## src/rtl/aq_local_reg_bank.sv

```systemverilog
// aq_local_reg_bank
// Local-bus register bank behind the AXI4-Lite-to-local-bus bridge.
// It holds an ID register, a sampled status register, a W1C interrupt status
// register with an enable mask and an IRQ output, and NUM_CTRL control registers.
// Each access is committed exactly once, on entry to the ACK state. The
// requester must drop LOCAL_CS before the bank will take another access.
module aq_local_reg_bank #(
  parameter logic [31:0] BASE_ADDR = 32'h0000_0000,
  parameter int          NUM_CTRL  = 4,
  parameter int          ACK_WAIT  = 0,
  parameter logic [31:0] ID_VALUE  = 32'hA0A0_0001
) (
  input  logic                     ARESETN,
  input  logic                     ACLK,
  input  logic                     LOCAL_CS,
  input  logic                     LOCAL_RNW,
  input  logic [31:0]              LOCAL_ADDR,
  input  logic [3:0]               LOCAL_BE,
  input  logic [31:0]              LOCAL_WDATA,
  output logic                     LOCAL_ACK,
  output logic [31:0]              LOCAL_RDATA,
  input  logic [31:0]              STATUS_IN,
  input  logic [31:0]              IRQ_SRC,
  output logic [NUM_CTRL*32-1:0]   CTRL_OUT,
  output logic                     IRQ
);

  localparam logic [1:0] S_IDLE = 2'd0;
  localparam logic [1:0] S_WAIT = 2'd1;
  localparam logic [1:0] S_ACK  = 2'd2;

  // Expand the byte enables into a 32-bit bit mask.
  function automatic logic [31:0] be_mask(input logic [3:0] be);
    logic [31:0] m;
    m = 32'h0;
    for (int b = 0; b < 4; b++) begin
      m[8*b +: 8] = be[b] ? 8'hFF : 8'h00;
    end
    return m;
  endfunction

  logic [1:0]               state_q, state_d;
  logic [3:0]               cnt_q, cnt_d;
  logic                     ack_q, ack_d;
  logic [31:0]              rdata_q, rdata_d;
  logic [31:0]              status_q;
  logic [31:0]              irq_stat_q, irq_stat_d;
  logic [31:0]              irq_en_q, irq_en_d;
  logic                     irq_q, irq_d;
  logic [NUM_CTRL*32-1:0]   ctrl_q, ctrl_d;

  logic                     hit_s;
  logic [5:0]               word_idx_s;
  logic [31:0]              wmask_s;
  logic                     commit_s;
  logic                     wr_en_s;
  logic [31:0]              rd_mux_s;
  logic [31:0]              rd_ctrl_s;
  logic [31:0]              clr_s;
  logic                     unused_addr_lsb_s;

  // Address decode. The two address LSBs carry no meaning on this bank.
  assign hit_s             = (LOCAL_ADDR[31:8] == BASE_ADDR[31:8]);
  assign word_idx_s        = LOCAL_ADDR[7:2];
  assign wmask_s           = be_mask(LOCAL_BE);
  assign unused_addr_lsb_s = ^LOCAL_ADDR[1:0];

  // Access FSM. The wait counter is loaded with ACK_WAIT and is decremented until ACK.
  always_comb begin
    state_d = state_q;
    cnt_d   = cnt_q;
    case (state_q)
      S_IDLE: begin
        if (LOCAL_CS) begin
          if (ACK_WAIT == 0) begin
            state_d = S_ACK;
            cnt_d   = 4'd0;
          end else begin
            state_d = S_WAIT;
            cnt_d   = 4'(ACK_WAIT);
          end
        end else begin
          state_d = S_IDLE;
          cnt_d   = 4'd0;
        end
      end
      S_WAIT: begin
        if (!LOCAL_CS) begin
          state_d = S_IDLE;
          cnt_d   = 4'd0;
        end else if (cnt_q <= 4'd1) begin
          state_d = S_ACK;
          cnt_d   = 4'd0;
        end else begin
          state_d = S_WAIT;
          cnt_d   = cnt_q - 4'd1;
        end
      end
      S_ACK: begin
        if (!LOCAL_CS) begin
          state_d = S_IDLE;
        end else begin
          state_d = S_ACK;
        end
        cnt_d = 4'd0;
      end
      default: begin
        state_d = S_IDLE;
        cnt_d   = 4'd0;
      end
    endcase
  end

  // Commit the access only on the edge that enters ACK. A held ACK never commits again.
  assign commit_s = (state_d == S_ACK) && (state_q != S_ACK);
  assign wr_en_s  = commit_s && !LOCAL_RNW && hit_s;

  // Select the CTRL register that the current word index addresses.
  always_comb begin
    rd_ctrl_s = 32'h0;
    for (int n = 0; n < NUM_CTRL; n++) begin
      rd_ctrl_s = rd_ctrl_s | ((word_idx_s == 6'(n + 4)) ? ctrl_q[32*n +: 32] : 32'h0);
    end
  end

  // Read mux. A base miss or an unmapped offset reads as zero.
  always_comb begin
    rd_mux_s = 32'h0;
    if (hit_s) begin
      case (word_idx_s)
        6'd0:    rd_mux_s = ID_VALUE;
        6'd1:    rd_mux_s = status_q;
        6'd2:    rd_mux_s = irq_stat_q;
        6'd3:    rd_mux_s = irq_en_q;
        default: rd_mux_s = rd_ctrl_s;
      endcase
    end else begin
      rd_mux_s = 32'h0;
    end
  end

  // Next-state logic for the registers, including byte-masked writes and W1C clears.
  always_comb begin
    irq_en_d = irq_en_q;
    ctrl_d   = ctrl_q;
    clr_s    = 32'h0;
    if (wr_en_s) begin
      case (word_idx_s)
        6'd2: clr_s    = LOCAL_WDATA & wmask_s;
        6'd3: irq_en_d = (irq_en_q & ~wmask_s) | (LOCAL_WDATA & wmask_s);
        default: begin
          for (int n = 0; n < NUM_CTRL; n++) begin
            ctrl_d[32*n +: 32] = (word_idx_s == 6'(n + 4))
                               ? ((ctrl_q[32*n +: 32] & ~wmask_s) | (LOCAL_WDATA & wmask_s))
                               : ctrl_q[32*n +: 32];
          end
        end
      endcase
    end else begin
      clr_s = 32'h0;
    end
    // A set pulse wins over a clear in the same cycle.
    irq_stat_d = (irq_stat_q & ~clr_s) | IRQ_SRC;
    irq_d      = |(irq_stat_q & irq_en_q);
  end

  // Bus response. Read data is captured at commit, held while in ACK, and zero otherwise.
  always_comb begin
    ack_d = (state_d == S_ACK);
    if (commit_s) begin
      rdata_d = LOCAL_RNW ? rd_mux_s : 32'h0;
    end else if (state_d == S_ACK) begin
      rdata_d = rdata_q;
    end else begin
      rdata_d = 32'h0;
    end
  end

  // State and register storage. An asynchronous reset clears everything immediately.
  always_ff @(posedge ACLK or negedge ARESETN) begin
    if (!ARESETN) begin
      state_q    <= S_IDLE;
      cnt_q      <= 4'd0;
      ack_q      <= 1'b0;
      rdata_q    <= 32'h0;
      status_q   <= 32'h0;
      irq_stat_q <= 32'h0;
      irq_en_q   <= 32'h0;
      irq_q      <= 1'b0;
      ctrl_q     <= '0;
    end else begin
      state_q    <= state_d;
      cnt_q      <= cnt_d;
      ack_q      <= ack_d;
      rdata_q    <= rdata_d;
      status_q   <= STATUS_IN;
      irq_stat_q <= irq_stat_d;
      irq_en_q   <= irq_en_d;
      irq_q      <= irq_d;
      ctrl_q     <= ctrl_d;
    end
  end

  assign LOCAL_ACK   = ack_q;
  assign LOCAL_RDATA = rdata_q;
  assign CTRL_OUT    = ctrl_q;
  assign IRQ         = irq_q;

endmodule
```

## config.mk

```make
export PLATFORM = sky130hd
export DESIGN_NAME = aq_local_reg_bank
export DESIGN_NICKNAME = d
export VERILOG_FILES = /design/src/rtl/aq_local_reg_bank.sv
export SDC_FILE = /design/constraint.sdc
export NUM_CORES = 1
export LEC_CHECK = 0
export ABC_CLOCK_PERIOD_IN_PS = 4600
export CAP_MARGIN = 25
export CORE_MARGIN = 2
export CORE_UTILIZATION = 25
export CTS_BUF_LIST = sky130_fd_sc_hd__clkbuf_8
export DETAILED_ROUTE_END_ITERATION = 16
export PLACE_DENSITY = 0.55
export REMOVE_ABC_BUFFERS = 1
export SYNTH_ARGS = -nofsm -noshare
export SYNTH_HDL_FRONTEND = slang
export SYNTH_SLANG_ARGS = --single-unit
```

## constraint.sdc

```tcl
create_clock -name ACLK -period 4.6 [get_ports ACLK]
set_input_delay 0.92 -clock ACLK [delete_from_list [all_inputs] [get_ports ACLK]]
set_output_delay 0.92 -clock ACLK [all_outputs]
set_load 0.05 [all_outputs]
```

==> impl_metrics.json <==
{
  "synth_top_family_by_area": "multiplexers",
  "synth_compound_area_share_pct": 11.0,
  "clockBufferDepth": 3,
  "cp.arrival_ns": 3.56,
  "vias_per_cell": 4.97,
  "die_h_um": 225,
  "start_kind": "primary input",
  "power_density_mw_per_mm2": 292,
  "ys_seq_area_share_pct": 54.2,
  "start_util_pct": 25.4,
  "post-cts-setup-buffer-count": 0,
  "dp_hpwl_um": 32000,
  "synthAdderAreaFrac_pct": 0.205,
  "cts.sink_count": 264,
  "grt_max_degree": 123,
  "yosys.area_share.simple_pct": 8.99,
  "drc": 0,
  "finalClockSkew_ns": 0.0250,
  "fin_crit_sh_pct": 66.8,
  "grt.overflow.total": 0,
  "rows": 80,
  "io_pins": 298,
  "wl_met1_um": 20200,
  "synth_mux_area_share_pct": 22.9,
  "layout_common_cells": "clkdlybuf4s50_1 (292), dfrtp_1 (264), mux2_2 (197)",
  "yosysWarningCount": 0,
  "highest_layer": "met5",
  "area_growth_pct": 40.6,
  "wirelength_um": 47000,
  "cp_max_fo": 5,
  "syn_inst": 902,
  "grt_pass1_vias": 10046,
  "rsz0062_at_grt": "false",
  "async_flop_share_pct": 100,
  "core_sq_mm": 0.0479,
  "setup_tns_ns": 0,
  "run_status": "complete, no violations",
  "cap_violations": 0,
  "final_nets": 1386,
  "fmax_ghz": 0.325,
  "die_w_um": 225,
  "syn_area_sq_mm": 0.0122,
  "wl_met3_um": 3300,
  "worst_r2r_path_depth": 8,
  "final_layout_size_suffix_gt1_share_pct": 28.3,
  "cts_hold_buf": 0,
  "cts_root_buf": "clkbuf_8",
  "worst_pin_slew_ns": 0.997,
  "synthFlopType": "dfrtp_1",
  "clk_latency_ns": 0.62,
  "maxSlewViolCount": 0,
  "cts.repair.resized": 0,
  "syn_area_per_cell_sq_um": 13.5,
  "fillerInstances": 4681,
  "placedCellCount": 1810,
  "fin_crit_ns": 3.07,
  "crit_type": "in -> reg",
  "leakage_nw": 7.29,
  "synthXorXnorAreaFrac_pct": 0.144,
  "first_pass_iters": 7,
  "ff_latch_area_sq_mm": 0.00661,
  "worstPathRequired_ns": 5.08,
  "multi_input_area_sq_mm": 0.00533,
  "ys_types": 43,
  "mostFrequentLayoutCell": "clkdlybuf4s50_1",
  "finalHoldViolCount": 0,
  "synth-edff-count": 0,
  "endpoint_kind": "flop",
  "setup_viol": 0,
  "place_congestion": 0.763,
  "wl_per_cell_um": 24.8,
  "first_iter_violations": 566,
  "path_clk_slew_ns": 0.05,
  "final_cells": 1897,
  "max-slew-margin-rel_pct": 33.5,
  "met2RoutedLength_um": 22500,
  "h-tree-depth": 2,
  "cts_made_buffers": 51,
  "post-route-util_pct": 35.8,
  "ant_nets": 0,
  "ys_ff_latch": 264,
  "grt_first_pass_wirelength_um": 67600,
  "grt_use_total_pct": 18.5,
  "cts_tree": "yes",
  "grt_antenna_before_repair": 6,
  "die-area_sq_mm": 0.0506,
  "io_buffers": 295,
  "ir_drop_uv": 175,
  "hp-class": "in -> async",
  "vias": 9424
}
[worst max-delay path, cell delays in order]
cell,delay (ns)
clkdlybuf4s50_1,0.52
nor4_2,0.45
buf_4,0.25
nand2_1,0.25
nor4_4,0.57
buf_4,0.25
mux2_2,0.33
[worst paths after layout]
path | start | to | slack (ns)
max reg2reg | cnt_q[0]$_DFF_PN0_ | flop | 1.74
max in group asynchronous | ARESETN | LOCAL_RDATA[9]$_DFFE_PN0P_ | 3.16
min reg2reg | LOCAL_RDATA[20]$_DFFE_PN0P_ | LOCAL_RDATA[20]$_DFFE_PN0P_ | 0.49
max | LOCAL_ADDR[5] | flop | 1.53
min in group ACLK | LOCAL_RDATA[20]$_DFFE_PN0P_ | LOCAL_RDATA[20]$_DFFE_PN0P_ | 0.49
min | ARESETN | async pin | 0.44
[cells in the mapped netlist, types with 3 or more instances]
cell	count	area share (%)
a21oi_1	23	0.94
a221o_1	23	1.9
a221oi_1	8	0.57
a22o_1	4	0.29
a22oi_1	18	1.1
a2bb2oi_1	4	0.29
a32o_1	25	2.1
a41oi_1	32	2.3
and2_1	8	0.41
buf_1	9	0.28
buf_2	6	0.25
clkbuf_1	31	0.95
dfrtp_1	264	54
inv_1	35	1.1
mux2_1	13	1.2
mux2_2	197	18
mux2i_1	32	2.6
mux4_2	5	0.92
nand2_1	26	0.80
nand4_1	5	0.26
nand4_4	4	0.70
nor2_1	40	1.2
nor2b_1	3	0.15
nor3_1	5	0.21
nor3b_1	3	0.18
nor4_1	6	0.31
nor4_4	22	3.8
o21ai_0	28	1.1
o2bb2ai_1	3	0.22
[routing by layer]
layer	GRT usage (%)	vias to the layer above
met3	4.65	69
li1	-	4142
met4	6.11	4
met2	30.5	317
met5	0	-
met1	23.7	4892
[metrics by stage]
step	total power (W)	hold WS [ns]	setup WS (ns)	instance area, sq um
2_1_floorplan	0.00246	0.455	-0.455	12000
3_3_place_gp	0.00273	0.473	0.912	16100
3_5_place_dp	0.00274	0.482	0.875	16200
4_1_cts	0.00511	0.428	1.56	17100
5_1_grt	0.00522	0.460	1.48	17200
6_report	0.00500	0.437	1.53	17200
[final cells by class]
cell class | count | area share [%]
sequential | 264 | 38.5
multi-input combinational | 557 | 31.1
timing repair buffer | 339 | 19.4
clock buffer | 62 | 4.97
tap | 615 | 4.49
inverter | 35 | 0.766
clock inverter | 20 | 0.715
antenna | 5 | 0.0729
[power by group]
group / internal, W / switching [W]
clock: 0.00126 / 0.00105
combinational: 0.000155 / 0.000194
sequential: 0.00234 / 0.00000515
total: 0.00375 / 0.00125
[cells by family after synthesis]
group | after synthesis
AOI/OAI and AO/OA | 171
xor gates and xnor gates | 2
adders and majority gates | 2
buffers and inverters | 81
DFF | 264
muxes | 247
and+or+nand+nor | 135
(Power assumes the default switching activity.)
